--- config.mk ---
export PLATFORM = sky130hd
export DESIGN_NAME = vrf_wb_arbiter
export DESIGN_NICKNAME = d
export VERILOG_FILES = /design/src/rtl/vrf_pkg.sv /design/src/rtl/vrf_wb_select.sv /design/src/rtl/vrf_wb_arbiter.sv
export SDC_FILE = /design/constraint.sdc
export NUM_CORES = 1
export LEC_CHECK = 0
export CORE_AREA = 4 4 307 309
export CTS_CLUSTER_DIAMETER = 100
export CTS_CLUSTER_SIZE = 28
export DETAILED_ROUTE_END_ITERATION = 16
export DIE_AREA = 0 0 311 313
export PLACE_DENSITY = 0.37
export SLEW_MARGIN = 20
export SYNTH_ARGS = -nofsm -noshare
export SYNTH_HDL_FRONTEND = slang
export SYNTH_HIERARCHICAL = 1
export SYNTH_SLANG_ARGS = --single-unit
--- constraint.sdc ---
create_clock -name clk -period 2.2 [get_ports clk]
set_input_delay 0.44 -clock clk [delete_from_list [all_inputs] [get_ports clk]]
set_output_delay 0.44 -clock clk [all_outputs]
set_load 0.03 [all_outputs]
--- src/rtl/vrf_pkg.sv ---
// Shared types and defaults for the vector register file write-back path.
package vrf_pkg;

  localparam int VRF_WIDTH        = 16;
  localparam int VRF_VECTOR_SIZE  = 16;
  localparam int VRF_NUM_VECTORES = 8;
  localparam int VRF_NUM_REQ      = 2;
  localparam int VRF_VIDX_W       = $clog2(VRF_NUM_VECTORES);

  typedef logic [VRF_WIDTH-1:0]  velem_t;
  typedef logic [VRF_VIDX_W-1:0] vidx_t;
  typedef velem_t                vector_t [VRF_VECTOR_SIZE];

  // Index width that never collapses to zero bits for a single-entry range.
  function automatic int clog2_min1(input int n);
    return (n > 1) ? $clog2(n) : 1;
  endfunction

endpackage

--- src/rtl/vrf_wb_select.sv ---
// Combinational write-back grant picker.
// Build option VRF_WB_RR_EN: defined = round-robin search starting at i_rr_ptr,
// undefined = fixed priority (lowest index wins, no pointer input).
module vrf_wb_select
  import vrf_pkg::*;
#(
  parameter  int NUM_REQ = VRF_NUM_REQ,
  localparam int RID_W   = clog2_min1(NUM_REQ)
) (
  input  logic [NUM_REQ-1:0] i_req_valid,
`ifdef VRF_WB_RR_EN
  input  logic [RID_W-1:0]   i_rr_ptr,
`endif
  output logic [NUM_REQ-1:0] o_grant,
  output logic [RID_W-1:0]   o_grant_idx
);

  logic [RID_W-1:0] w_idx;
  logic             w_found;

  // Walk the requesters in search order and grant the first valid one.
  always_comb begin
    o_grant     = '0;
    o_grant_idx = '0;
    w_found     = 1'b0;
    w_idx       = '0;
    for (int k = 0; k < NUM_REQ; k++) begin
`ifdef VRF_WB_RR_EN
      w_idx = RID_W'((int'(i_rr_ptr) + k) % NUM_REQ);
`else
      w_idx = RID_W'(k);
`endif
      if (!w_found && i_req_valid[w_idx]) begin
        o_grant[w_idx] = 1'b1;
        o_grant_idx    = w_idx;
        w_found        = 1'b1;
      end
    end
  end

endmodule

--- src/rtl/vrf_wb_arbiter.sv ---
// Vector register file write-back arbiter with pending-write scoreboard.
// Requesters compete for the single write port (we3/v3/wd3, one cycle of
// latency); issue is stalled while any operand or the destination has an
// outstanding write. Build option VRF_WB_RR_EN selects round-robin arbitration
// (defined) instead of fixed lowest-index priority (undefined).
module vrf_wb_arbiter
  import vrf_pkg::*;
#(
  parameter  int WIDTH        = VRF_WIDTH,
  parameter  int VECTOR_SIZE  = VRF_VECTOR_SIZE,
  parameter  int NUM_VECTORES = VRF_NUM_VECTORES,
  parameter  int NUM_REQ      = VRF_NUM_REQ,
  localparam int VIDX_W       = clog2_min1(NUM_VECTORES),
  localparam int RID_W        = clog2_min1(NUM_REQ)
) (
  input  logic                    clk,
  input  logic                    rst,
  input  logic [NUM_REQ-1:0]      req_valid,
  output logic [NUM_REQ-1:0]      req_ready,
  input  logic [VIDX_W-1:0]       req_vd [NUM_REQ],
  input  logic [WIDTH-1:0]        req_wd [NUM_REQ][VECTOR_SIZE],
  output logic                    we3,
  output logic [VIDX_W-1:0]       v3,
  output logic [WIDTH-1:0]        wd3 [VECTOR_SIZE],
  input  logic                    issue_valid,
  input  logic [VIDX_W-1:0]       issue_vd,
  input  logic [VIDX_W-1:0]       issue_v1,
  input  logic [VIDX_W-1:0]       issue_v2,
  output logic                    issue_stall,
  output logic [NUM_VECTORES-1:0] pending,
  output logic                    err_unreserved
);

  logic [NUM_REQ-1:0]      w_grant;
  logic [RID_W-1:0]        w_gidx;
  logic                    w_xfer;
  logic [VIDX_W-1:0]       w_sel_vd;
  logic                    w_sel_in_range;
  logic                    w_sel_pending;
  logic                    w_vd_in_range;
  logic [NUM_VECTORES-1:0] w_pend_next;

  logic                    r_we3;
  logic [VIDX_W-1:0]       r_v3;
  logic [WIDTH-1:0]        r_wd3 [VECTOR_SIZE];
  logic [NUM_VECTORES-1:0] r_pending;
  logic                    r_err;

  // Indices past the end of the file (non power-of-2 sizes) are never pending.
  function automatic logic pend_at(input logic [NUM_VECTORES-1:0] vec,
                                   input logic [VIDX_W-1:0]       idx);
    return (int'(idx) < NUM_VECTORES) ? vec[idx] : 1'b0;
  endfunction

`ifdef VRF_WB_RR_EN
  logic [RID_W-1:0] r_rr_ptr;

  // Advance the round-robin pointer past the requester that just won.
  always_ff @(posedge clk) begin
    if (rst) begin
      r_rr_ptr <= '0;
    end else if (w_xfer) begin
      r_rr_ptr <= RID_W'((int'(w_gidx) + 1) % NUM_REQ);
    end
  end

  vrf_wb_select #(.NUM_REQ(NUM_REQ)) u_select (
    .i_req_valid (req_valid),
    .i_rr_ptr    (r_rr_ptr),
    .o_grant     (w_grant),
    .o_grant_idx (w_gidx)
  );
`else
  vrf_wb_select #(.NUM_REQ(NUM_REQ)) u_select (
    .i_req_valid (req_valid),
    .o_grant     (w_grant),
    .o_grant_idx (w_gidx)
  );
`endif

  // No grants while reset is held, so nothing transfers into a dropped stage.
  assign req_ready      = rst ? '0 : w_grant;
  assign w_xfer         = |(req_valid & req_ready);
  assign w_sel_vd       = req_vd[w_gidx];
  assign w_sel_in_range = (int'(w_sel_vd) < NUM_VECTORES);
  assign w_sel_pending  = pend_at(r_pending, w_sel_vd);
  assign w_vd_in_range  = (int'(issue_vd) < NUM_VECTORES);

  // A write still in the output stage counts as pending: there is no forwarding.
  assign issue_stall = issue_valid & (pend_at(r_pending, issue_v1) |
                                      pend_at(r_pending, issue_v2) |
                                      pend_at(r_pending, issue_vd));

  // Clear on commit first, then reserve, so a same-edge reservation survives.
  always_comb begin
    w_pend_next = r_pending;
    if (r_we3) begin
      w_pend_next[r_v3] = 1'b0;
    end
    if (issue_valid && !issue_stall && w_vd_in_range) begin
      w_pend_next[issue_vd] = 1'b1;
    end
  end

  // Output stage, scoreboard and sticky error flag.
  always_ff @(posedge clk) begin
    if (rst) begin
      r_we3 <= 1'b0;
      r_v3  <= '0;
      for (int j = 0; j < VECTOR_SIZE; j++) begin
        r_wd3[j] <= '0;
      end
      r_pending <= '0;
      r_err     <= 1'b0;
    end else begin
      r_we3 <= w_xfer && w_sel_in_range;
      if (w_xfer) begin
        r_v3  <= w_sel_vd;
        r_wd3 <= req_wd[w_gidx];
      end
      r_pending <= w_pend_next;
      if (w_xfer && !w_sel_pending) begin
        r_err <= 1'b1;
      end
    end
  end

  assign we3            = r_we3;
  assign v3             = r_v3;
  assign wd3            = r_wd3;
  assign pending        = r_pending;
  assign err_unreserved = r_err;

endmodule
* Word-level counts from Yosys, hierarchy flattened
Index checks and enable logic that the tools add are counted.
** Word-level totals
- Bits in registers :: 269
- Input port bits :: 532
- Output and inout bits :: 272
- Logic and storage cells :: 68
** Operators by class
- Order comparisons :: 8
- Multiplexer cells :: 23
- Bitwise logic cells :: 8
- Reduce and logical (&&, ||, !) cells :: 9
** Operators with widths (number)
- 256-bit 2-to-1 mux :: 3
- 3-bit by 4-bit < comparator with 1-bit output (second input constant) :: 5
- 8-bit 2-to-1 mux :: 2
- 1-bit binary-select mux with 3-bit select :: 4
- 3-bit 2-to-1 mux :: 3
- 8-bit bitwise AND :: 1
- 1-bit 2-to-1 mux :: 8
- 8-bit NOT :: 1
- 8-bit OR :: 1
- 1-bit demux with 3-bit select :: 2
- 3-bit by 1-bit greater-or-equal comparator with 1-bit output (second input constant) :: 2
- 1-bit logical AND :: 5
- 1-bit zero test :: 3
- 2-bit bitwise AND :: 1
- 2-bit greater-or-equal comparator (second input constant) :: 1
- 2-bit 2-to-1 mux :: 1
- 1-bit NOT with 2-bit output :: 1
- 1-bit OR :: 2
- 2-bit OR reduction :: 1
- 1-bit bitwise AND :: 1

* Depth between registers and ports, before layout
Gate-level depths: netlist of run 1.
- Depth after elaboration :: 12
- Depth in mapped cells :: 10
- Depth with buffers taken out :: 6

* By module
The synthesis of run 1 kept the hierarchy.
** By module, submodules not included
- vrf_wb_arbiter :: times used 1, cells an instance 1222, area an instance 11937.7 um^2, seq. area each 5385.2 um^2
- vrf_wb_select :: times used 1, cells an instance 3, area an instance 28.8 um^2, seq. area each 0.0 um^2

* Worst setup path after synthesis of run 1
Ideal clock, no wire load.
- Path kind :: input to register
- Start point :: input port req_valid[1]
- End point :: register r_err, in the netlist err_unreserved
- Library setup time :: 75 ps
- Arrival time :: 1939 ps
- Data required time :: 2125 ps
- Setup slack :: 186 ps
- Stages on the path :: 6
- Path buffers :: 1
- Cell sequence :: nor2b_4 buf_2 mux2i_1 mux4_2 mux2_2 o22ai_1
** Between the ends
- Longest elaborated chain between the ends :: 10
- Elaborated cells on any way between the ends :: 13
- Those cells by class :: mux (7); bitwise (2); reduce/logical (4)
** RTL lines
- start, declared :: line vrf_wb_arbiter.sv:18 : input logic [NUM_REQ-1:0] req_valid,
- 1-bit logical AND :: line vrf_wb_select.sv:33 : if (!w_found && i_req_valid[w_idx]) begin
- 1-bit 2-to-1 mux :: line vrf_wb_select.sv:33
- 1-bit NOT with 2-bit output (not written as such) :: line vrf_wb_arbiter.sv:84 : assign w_sel_vd = req_vd[w_gidx];
- 3-bit 2-to-1 mux (not written as such) (3 in series) :: line vrf_wb_arbiter.sv:84
- 1-bit binary-select mux with 3-bit select :: line vrf_wb_arbiter.sv:52 : return (int'(idx) < NUM_VECTORES) ? vec[idx] : 1'b0;
- 1-bit 2-to-1 mux (not written as such) :: line vrf_wb_arbiter.sv:52
- 1-bit zero test :: line vrf_wb_arbiter.sv:122 : if (w_xfer && !w_sel_pending) begin
- 1-bit logical AND * :: line vrf_wb_arbiter.sv:122
- end signal, assigned :: line vrf_wb_arbiter.sv:114 : r_err <= 1'b0;
- end signal, assigned :: line vrf_wb_arbiter.sv:123 : r_err <= 1'b1;
- end, declared :: line vrf_wb_arbiter.sv:47 : logic r_err;
Mark *: on every way between the ends. The rest lies on a longest branch, timed or not. The select of a mux whose other input is x is not followed.
A chain may end at the register's enable or synchronous reset.

* Worst setup path in the final report of run 1
- Start point :: register r_pending[6], in the netlist pending[6]
- End point :: output port issue_stall
** Between the ends
- Longest elaborated chain between the ends :: 5
- Elaborated cells on any way between the ends :: 9
- Those cells by class :: mux (6); bitwise (3)
** RTL lines
- start, declared :: line vrf_wb_arbiter.sv:46 : logic [NUM_VECTORES-1:0] r_pending;
- start signal, assigned :: line vrf_wb_arbiter.sv:121 : r_pending <= w_pend_next;
- 1-bit binary-select mux with 3-bit select :: line vrf_wb_arbiter.sv:52
- 1-bit 2-to-1 mux (not written as such) :: line vrf_wb_arbiter.sv:52
- 1-bit OR :: line vrf_wb_arbiter.sv:90 : assign issue_stall = issue_valid & (pend_at(r_pending, issue_v1) |
- 1-bit OR * :: line vrf_wb_arbiter.sv:91 : pend_at(r_pending, issue_v2) |
- 1-bit bitwise AND * :: line vrf_wb_arbiter.sv:90
- end, declared :: line vrf_wb_arbiter.sv:29 : output logic issue_stall,
Marks and branches as above.

==> key figures, run 1 <==
Floorplan
  – DIE WIDTH: 311 um
  – Core area: 91390 um2
  – Die footprint: 97340 um2
  – FP Rows: 111
  – I/O pin total: 804
  – Chip height: 313 um
  – Initial Utilization: 13.09%

Synthesis
  – Number of synthesized flops with an enable pin: 0
  – Flops & latches, synth: 269
  – Synth cell count leaders: dfxtp_1 (269), nor2_1 (262), mux2i_1 (259), a211oi_1 (256), clkbuf_1 (57)
  – Async SR Flop Fraction: 0%
  – Post-Synthesis Cells: 1225
  – Ys Warns: 6
  – Cell with the most instances after synthesis: dfxtp_1
  – Cell Area, Synth: 11970 um2
  – Post-synth top area cell: dfxtp_1
  – Synth Flop Type: dfxtp_1
  – Sequential share of the synthesized area: 45.00%
  – Library cells used by synthesis: 30
  – Dominant cells by area after synthesis: dfxtp_1 (45%), mux2i_1 (22%), a211oi_1 (16%)
  – Synth Net Count: 1757
  – Syn Area/Cell: 9.769 um2
  – Top-area cell type share of the netlist area: 45.00%

Worst setup path
  – Slowest Stage Delay on Critical Path: 0.49 ns
  – Reg2reg start: pending[5]$_SDFF_PP0_
  – Max Fanout on Critical Path: 6
  – R2R depth: 5
  – Slowest CP cell: mux4_2
  – Critical path capture point type: output pin
  – CP startpoint kind: register
  – Reg2reg setup slack: 0.38 ns
  – CP required: 1.76 ns
  – Buf/Inv on CP: 1
  – CP Class: register to output pin
  – Largest delay share family, worst path: multiplexers
  – Critical register-to-register path endpoint: pending[3]$_SDFF_PP0_
  – Data arrival time of the critical path: 2.06 ns
  – Crit-path cells: mux4_2 > mux2_4 > o21a_1 > buf_6

Drt
  – Post-route ant nets: 0
  – DR iter-0 viols: 424
  – Via count: 12212
  – DRC errors left: 0
  – Drt via density: 3.801
  – Avg WL per Cell: 20.21 um
  – Routed WL: 64920 um
  – Detailed Routing Iterations Pass 1: 4

Placement
  – RePlAce Congestion: 0.9044
  – Placed Area: 21620 um2
  – Port buffer count: 803
  – Final HPWL DP: 51650 um

Final layout
  – Final Instance Area: 22700 um2
  – Synthesis-to-finish area growth: 89.66%
  – Share of layout cells above drive strength 1: 6.973%
  – Register area: 5400 um2
  – Fin util: 24.83%
  – Layout fillers: 9731
  – Final #Nets: 2543
  – Area of the multi-input gates: 6047 um2

Power and ir drop
  – Comb pwr share: 28.8%
  – PwrDens: 594.1 nW/um2
  – Sequential power share: 40.0%
  – Worst vdd ir: 0.3620 mV
  – Net Sw Frac: 32.13%
  – Sw power: 4.332 mW
  – Internal Power: 9.152 mW
  – Clk pwr share: 31.2%
  – Static leakage: 8.002 nW

Global routing
  – First-pass GRT wire length: 89780 um
  – Largest net degree at the start of global routing: 104
  – Initial antenna violation count: 8
  – GRT Total Usage: 12.24%
  – Vias in the first global route: 12514
  – Total grt overflow: 0

Run status
  – Status: finished, violations left
  – Violated checks: negative setup slack

Clock network
  – H-tree depth: 1
  – CTS tree: yes
  – Reg clk slew, reported paths: 0.10 ns
  – Hold buffers post-CTS: 0
  – Skew-Pair Late Insertion Delay: 0.54 ns
  – Clock root buffer: clkbuf_16
  – Clock sinks: 269
  – Number of CTS-inserted buffers: 19
  – CTS Buffer Depth: 3

STA
  – Slew Viols, Final: 0
  – Share of the clock period used by the worst path: 113.8%
  – Slew @ Worst Pin: 0.5811 ns
  – RSZ-0062 raised after global routing: true
  – Final Hold Violating Endpoints: 0
  – Final setup fails: 1
  – Worst slew margin: 61.26%
  – Post-route minimum period: 2.503 ns
  – Fmax: 399.6 MHz
  – Final Skew: 0.003237 ns
  – Worst Setup Slack, final: -0.3025 ns

Worst hold path
  – Terminating pin of the worst hold path: v3[2]$_SDFFE_PP0P_
  – Hold Startpoint: rst
  – Worst hold path stage count: 4
  – Hold Crit Class: primary input to register

Flow run
  – Maxcap violations: 0
[routing by layer]
layer  global-route usage, %  part of all wire [%]  wire, um
met2                   21.59                    49     31710
met4                   2.491                   1.7      1120
met5                       0                 0.066        43
met1                   14.37                    41     26710
met3                   4.278                   8.2      5335
[how the worst max path moves through the flow]
stage / from / endpoint / slack (ns) / cells past startpoint
final: pending[6]$_SDFF_PP0_ / issue_stall / -0.30 / 4
after global routing: pending[6]$_SDFF_PP0_ / issue_stall / -0.41 / 5
after CTS: pending[6]$_SDFF_PP0_ / issue_stall / -0.36 / 4
after detailed placement: req_valid[0] / wd3[74]$_SDFFE_PP0P_ / -0.69 / 8
after global placement: req_valid[0] / wd3[66]$_SDFFE_PP0P_ / -0.66 / 8
after floorplan: req_valid[1] / err_unreserved$_SDFFE_PP0P_ / 0.19 / 6
[repair_timing]
item,CTS,global route
resized for setup,46,32
gates cloned,1,4
pin swaps,2,0
buffers inserted,6,2
setup endpoints to repair,35,177
[state kept, by name, indices dropped and copies added, names as in the netlist]
signal          flops
pending             8
we3                 1
wd3               256
v3                  3
err_unreserved      1
[power by group through the flow]
stage          clock network (mW)  registers (mW)  logic, mW
5_1_grt                      4.61            5.45       4.13
3_5_place_dp                    0            5.52       3.85
4_1_cts                      4.48            5.40       3.88
2_1_floorplan                   0            6.12       1.04
6_report                     4.21            5.40       3.88
3_3_place_gp                    0            5.51       3.85
[area by class of cell]
| cell class | instances | area share, % |
|---|---|---|
| timing repair buffer | 883 | 39.72 |
| multi-input combinational | 836 | 26.64 |
| sequential | 269 | 23.79 |
| tap | 1186 | 6.538 |
| clock buffer | 19 | 2.095 |
| clock inverter | 13 | 1.009 |
| inverter | 2 | 0.1489 |
| antenna | 5 | 0.05513 |
[cell families after synthesis]
logic type	synth area share [%]
compound gates	16.78
buf+inv	4.663
flops	45.00
mux	23.55
simple gates	10.01
[metrics by stage]
step | worst slack [ns] | hold WS (ns) | instances | setup TNS [ns] | power, mW
6_report | -0.3025 | 0.3860 | 3213 | -0.3025 | 13.48
5_1_grt | -0.4051 | 0.3588 | 3211 | -0.4206 | 14.19
4_1_cts | -0.3647 | 0.3857 | 3202 | -0.3647 | 13.77
3_5_place_dp | -0.6889 | 0.4660 | 3163 | -116.37 | 9.370
3_3_place_gp | -0.6617 | 0.4749 | 3163 | -106.73 | 9.358
2_1_floorplan | 0.1863 | 0.5936 | 1225 | 0 | 7.156
[tightest hold or removal path: stages]
cell,delay [ns]
buf_8,0.08
or2_1,0.15
buf_4,0.15
o21ai_1,0.06
[placed cells by master, fill, tap and decap left out, types with 5 or more instances in the layout]
cell type / count
clkdlybuf4s50_1: 765
a211oi_1: 256
mux4_2: 8
dfxtp_2: 6
buf_4: 50
buf_6: 7
clkbuf_16: 23
o31ai_1: 8
dfxtp_1: 261
mux2i_1: 258
nor2_1: 262
buf_12: 17
dlygate4sd2_1: 29
diode_2: 5
nand2_1: 7
nand3b_1: 9
dlymetal6s2s_1: 5
Note: power is estimated with default switching activity, not from simulation.
==> inputs of run 2 (changes only) <==
PLACE_DENSITY = 0.45   (was 0.37)
==> key figures, run 2 (synthesis results as in run 1) <==
Run status
  – Status: finished, violations left
  – Violated checks: negative setup slack

Worst setup path
  – CP startpoint kind: register
  – Reg2reg start: pending[4]$_SDFF_PP0_
  – Crit path launch: pending[4]$_SDFF_PP0_
  – Critical path capture point type: output pin
  – CP Class: register to output pin
  – Max Fanout on Critical Path: 6 (unchanged)
  – CP required: 1.76 ns (about the same)
  – Data arrival time of the critical path: 2.06 ns (about the same)

STA
  – Slew Viols, Final: 0 (unchanged)
  – Slew @ Worst Pin: 0.6628 ns (+0.08170 ns)
  – Final setup fails: 1 (unchanged)
  – Worst Setup Slack, final: -0.2957 ns (+0.006832 ns)
  – RSZ-0062 raised after global routing: true
  – Final Skew: 0.001574 ns (-0.001663 ns)
  – Share of the clock period used by the worst path: 113.4% (-0.31 points)
  – Worst slew margin: 55.81% (-5.4 points)
  – Fmax: 400.7 MHz (+0.27%)
  – Final Hold Violating Endpoints: 0 (unchanged)
  – Setup TNS: -0.2957 ns (+0.006832 ns)
  – Post-route minimum period: 2.496 ns (-0.006832 ns)

Floorplan
  – Die footprint: 97340 um2 (unchanged)
  – Chip height: 313 um (unchanged)
  – DIE WIDTH: 311 um (unchanged)
  – FP Rows: 111 (unchanged)
  – Core area: 91390 um2 (unchanged)
  – Initial Utilization: 13.09% (unchanged)
  – I/O pin total: 804 (unchanged)

Drt
  – DR iter-0 viols: 474 (+12%)
  – Routed WL: 62280 um (-4.1%)
  – Avg WL per Cell: 19.45 um (-3.7%)
  – Post-route ant nets: 0 (unchanged)
  – Via count: 12136 (-0.62%)
  – Drt via density: 3.790 (-0.28%)
  – Detailed Routing Iterations Pass 1: 4 (unchanged)
  – DRC errors left: 0 (unchanged)

Clock network
  – CTS tree: yes
  – Number of CTS-inserted buffers: 17 (-2)
  – Reg clk slew, reported paths: 0.09 ns (about the same)
  – CTS Buffer Depth: 3 (unchanged)
  – Clock root buffer: clkbuf_16
  – H-tree depth: 1 (unchanged)
  – Skew-Pair Late Insertion Delay: 0.53 ns (about the same)
  – Clock sinks: 269 (unchanged)
  – Hold buffers post-CTS: 0 (unchanged)

Final layout
  – Commonest non-fill, non-tap cells in the layout: clkdlybuf4s50_1 (761), nor2_1 (262), dfxtp_1 (261)
  – Commonest non-fill, non-tap cell in the layout: clkdlybuf4s50_1
  – Final #Nets: 2537 (-0.24%)
  – Synthesis-to-finish area growth: 86.42%
  – Share of layout cells above drive strength 1: 7.051% (+0.077 points)
  – Layout fillers: 9758 (+0.28%)
  – Register area: 5400 um2 (unchanged)
  – Largest register FFs: 256 (unchanged)
  – Area of the multi-input gates: 6026 um2 (-0.35%)

Placement
  – RePlAce Congestion: 0.8890 (-1.7%)
  – Final HPWL DP: 52100 um (+0.86%)
  – Port buffer count: 803 (unchanged)
  – Dpl ws: -0.6012 ns (+0.08768 ns)

Worst hold path
  – Hold Startpoint: rst
  – Hold Crit Class: primary input to register

Power and ir drop
  – Static leakage: 7.829 nW (-2.2%)
  – PwrDens: 578.1 nW/um2 (-2.7%)
  – Worst vdd ir: 0.3748 mV (+3.6%)

Global routing
  – First-pass GRT wire length: 87880 um (-2.1%)
  – Largest net degree at the start of global routing: 117 (+13%)
  – Initial antenna violation count: 3 (-5)
  – Total grt overflow: 0 (unchanged)
  – Vias in the first global route: 12363 (-1.2%)
  – GRT Total Usage: 11.98% (-0.26 points)

Flow run
  – Maxcap violations: 0 (unchanged)
[run 2: final cells by class]
type | count | share of cell area [%]
Inverter | 2 | 0.06731
Tap cell | 1186 | 6.652
Clock buffer | 21 | 2.109
Antenna cell | 2 | 0.02244
Sequential cell | 269 | 24.21
Timing Repair Buffer | 879 | 39.43
Clock inverter | 7 | 0.4992
Multi-Input combinational cell | 836 | 27.01
[run 2: per-stage QoR]
| step | hold slack, ns | total power [mW] | cell area (um2) | util, % | instances |
|---|---|---|---|---|---|
| 2_1_floorplan | 0.5936 | 7.156 | 11970 | - | 1225 |
| 3_3_place_gp | 0.4850 | 9.388 | 21690 | 23.73 | 3169 |
| 3_5_place_dp | 0.4905 | 9.415 | 21690 | 23.73 | 3169 |
| 4_1_cts | 0.3590 | 13.22 | 22290 | 24.39 | 3200 |
| 5_1_grt | 0.3964 | 13.55 | 22310 | 24.41 | 3201 |
| 6_report | 0.3764 | 12.90 | 22310 | 24.41 | 3202 |
[run 2: critical path: stages, from the launching register on]
cell,delay (ns)
dfxtp_2,0.38
mux4_2,0.48
mux2_1,0.29
o21a_1,0.22
buf_6,0.15
[run 2: final timing paths]
check                     endpoint  slack, ns  cells past startpoint
max                    issue_stall      -0.30                      4
min          wd3[217]$_SDFFE_PP0P_       0.38                      3
max reg2reg  pending[4]$_SDFF_PP0_       0.53                      4
min reg2reg  wd3[114]$_SDFFE_PP0P_       0.50                      2
[run 2: power by group]
part	total (mW)	internal, mW	switching (mW)
Sequential	5.42	5.20	0.223
Clock	3.67	1.79	1.87
Combinational	3.81	1.93	1.88
[run 2: per-layer routing]
layer  up-vias  wire length [um]  track usage, %
met3        38              4566           3.524
met1      5565             26480           14.77
met4         0              1239           2.248
met2       484             29990           20.86
met5         -                 0               0
li1       6049                 -               -
[run 2: repair_timing]
| item | 4_1_cts | 5_1_grt |
|---|---|---|
| pin swaps | 2 | 1 |
| buffers inserted | 3 | 0 |
| setup endpoints to repair | 28 | 57 |
| resized for setup | 37 | 4 |
==> inputs of run 3 (changes only) <==
CORE_AREA = 2 2 313 315   (was 4 4 307 309)
DIE_AREA = 0 0 315 317   (was 0 0 311 313)
PLACE_DENSITY = 0.44   (was 0.45)
SYNTH_HIERARCHICAL = not set   (was 1)
==> key figures, run 3 <==
STA
  – Worst Setup Slack, final: -0.5382 ns (-0.2425 ns)
  – RSZ-0062 raised after global routing: true
  – Fmax: 365.2 MHz (-8.9%)
  – Hold slack: 0.1958 ns (-0.1806 ns)
  – Share of the clock period used by the worst path: 124.5% (+11 points)
  – Slew @ Worst Pin: 0.6963 ns (+0.03354 ns)
  – Slew Viols, Final: 0 (unchanged)
  – Final Skew: 0.004620 ns (+0.003047 ns)
  – Worst slew margin: 53.58% (-2.2 points)
  – Final Hold Violating Endpoints: 0 (unchanged)
  – Post-route minimum period: 2.738 ns (+0.2425 ns)
  – Setup TNS: -0.5382 ns (-0.2425 ns)
  – Final setup fails: 1 (unchanged)

Floorplan
  – Initial Utilization: 12.70% (-0.39 points)
  – Chip height: 317 um (+1.3%)
  – I/O pin total: 804 (unchanged)
  – Core area: 96280 um2 (+5.4%)
  – Die footprint: 99860 um2 (+2.6%)
  – FP Rows: 114 (+2.7%)
  – DIE WIDTH: 315 um (+1.3%)

Drt
  – DR iter-0 viols: 511 (+7.8%)
  – Avg WL per Cell: 16.78 um (-14%)
  – Drt via density: 3.626 (-4.3%)
  – Routed WL: 59710 um (-4.1%)
  – Via count: 12904 (+6.3%)
  – DRC errors left: 0 (unchanged)
  – Detailed Routing Iterations Pass 1: 4 (unchanged)
  – Post-route ant nets: 0 (unchanged)

Placement
  – Final HPWL DP: 46430 um (-11%)
  – RePlAce Congestion: 0.8170 (-8.1%)
  – Port buffer count: 803 (unchanged)
  – Post-Place Cells: 3516 (+11%)

Power and ir drop
  – Static leakage: 9.130 nW (+17%)
  – PwrDens: 586.7 nW/um2 (+1.5%)
  – Design Power: 13.33 mW (+3.4%)
  – Worst vdd ir: 0.4818 mV (+29%)

Worst setup path
  – Largest delay share family, worst path: multiplexers
  – Max Fanout on Critical Path: 3 (-3)
  – Reg2reg start: pending[4]$_SDFF_PP0_
  – Buf/Inv on CP: 2 (+1)
  – Crit-path cells: buf_6 > mux4_2 > nor2b_4 > a211oi_4 > o211ai_1 > and2_4 > buf_6
  – Most used cell, CP: buf_6
  – CP required: 1.76 ns (about the same)
  – Critical path capture point type: output pin
  – R2R depth: 8 (+4)
  – Slowest Stage Delay on Critical Path: 0.45 ns (-0.03 ns)
  – Data arrival time of the critical path: 2.30 ns (+0.24 ns)
  – CP Class: register to output pin
  – CP startpoint kind: register
  – Slowest CP cell: mux4_2
  – Reg2reg setup slack: 0.25 ns (-0.28 ns)
  – Critical register-to-register path endpoint: pending[6]$_SDFF_PP0_
  – Crit path launch: pending[4]$_SDFF_PP0_

Worst hold path
  – Hold Crit Class: primary input to register
  – Worst hold path stage count: 2 (-1)
  – Terminating pin of the worst hold path: wd3[3]$_SDFFE_PP0P_
  – Hold Startpoint: rst

Final layout
  – Commonest non-fill, non-tap cell in the layout: clkdlybuf4s50_1
  – Synthesis-to-finish area growth: 85.82%
  – Final #Nets: 2797 (+10%)
  – Largest register FFs: 256 (unchanged)
  – Commonest non-fill, non-tap cells in the layout: clkdlybuf4s50_1 (776), nor2_1 (519), dfxtp_1 (267)
  – Share of layout cells above drive strength 1: 5.178% (-1.9 points)
  – Fin cells: 3559 (+11%)

Global routing
  – Initial antenna violation count: 7 (+4)
  – Largest net degree at the start of global routing: 147 (+26%)
  – GRT Total Usage: 11.03% (-0.95 points)
  – Vias in the first global route: 12731 (+3.0%)
  – First-pass GRT wire length: 83920 um (-4.5%)
  – Total grt overflow: 0 (unchanged)

Synthesis
  – Number of synthesized flops with an enable pin: 0 (unchanged)
  – Ys Warns: 0 (-6)
  – Synth Flop Type: dfxtp_1
  – Synth cell count leaders: nor2_1 (519), dfxtp_1 (269), mux2i_1 (266), a21oi_1 (261), clkbuf_1 (90)
  – Sequential share of the synthesized area: 44.04% (-0.97 points)
  – Post-synth top area cell: dfxtp_1
  – Top-area cell type share of the netlist area: 44.04% (-0.97 points)
  – Flops & latches, synth: 269 (unchanged)
  – Async SR Flop Fraction: 0% (unchanged)
  – Dominant cells by area after synthesis: dfxtp_1 (44%), mux2i_1 (22%), nor2_1 (16%)
  – Synth Net Count: 2024 (+15%)
  – Cell with the most instances after synthesis: nor2_1
  – Library cells used by synthesis: 32 (+6.7%)
  – Syn Area/Cell: 8.197 um2 (-16%)
  – Cell Area, Synth: 12230 um2 (+2.2%)
  – Post-Synthesis Cells: 1492 (+22%)

Clock network
  – CTS tree: yes
  – Reg clk slew, reported paths: 0.09 ns (about the same)
  – Clock root buffer: clkbuf_16
  – H-tree depth: 1 (unchanged)
  – CTS Buffer Depth: 3 (unchanged)
  – Number of CTS-inserted buffers: 21 (+4)
  – Skew-Pair Late Insertion Delay: 0.57 ns (+0.04 ns)
  – Clock sinks: 269 (unchanged)
  – Hold buffers post-CTS: 0 (unchanged)

Run status
  – Violated checks: negative setup slack
  – Status: finished, violations left

Flow run
  – Maxcap violations: 0 (unchanged)
run 3: final cells by class:
cell class	count	area (um2)
flip-flops and latches	269	5388
diodes	4	10.01
fillers	10639	73560
repair buffers	868	8656
clock buffers	26	574.3
multi-input cells	1101	6362
inverters	4	15.01
clock inverters	11	122.6
well taps	1276	1597
run 3: power breakdown:
part | total [mW] | internal [mW] | switching, mW
Clock | 4.26 | 2.03 | 2.23
Combinational | 3.70 | 1.91 | 1.79
Sequential | 5.37 | 5.19 | 0.180
Total | 13.3 | 9.13 | 4.20
run 3: cell families after synthesis:
| group | count (synthesis) | synth area share, % |
|---|---|---|
| AND/OR/NAND/NOR | 547 | 17.20 |
| multiplexers | 271 | 22.66 |
| AO/OA/AOI/OAI | 283 | 12.11 |
| flip-flops | 269 | 44.04 |
| buffers and inverters | 122 | 3.990 |
run 3: repair_timing:
item / 4_1_cts / 5_1_grt
pin swaps: 3 / 0
buffers inserted: 2 / 0
resized for setup: 30 / 1
setup endpoints to repair: 20 / 1
run 3: worst max-delay path by stage:
stage / to / slack [ns] / cells after the start
floorplan: issue_stall / -0.03 / 5
global placement: issue_stall / -1.17 / 7
detailed placement: issue_stall / -1.13 / 7
CTS: issue_stall / -0.62 / 7
global route: issue_stall / -0.62 / 7
finish: issue_stall / -0.54 / 7
run 3: metrics by stage:
step | instance area, um2 | util, % | setup WS (ns)
floorplan | 12230 | - | -0.03244
global placement | 22010 | 22.86 | -1.174
detailed placement | 22010 | 22.86 | -1.131
CTS | 22710 | 23.59 | -0.6160
global route | 22720 | 23.60 | -0.6209
finish | 22720 | 23.60 | -0.5382
run 3: layer usage:
| layer | share of wire [%] | vias up | track usage, % |
|---|---|---|---|
| li1 | - | 6549 | - |
| met1 | 40 | 5869 | 12.74 |
| met2 | 51 | 440 | 20.00 |
| met3 | 6.9 | 46 | 2.882 |
| met4 | 2.3 | 0 | 2.976 |
| met5 | 0 | - | 0 |
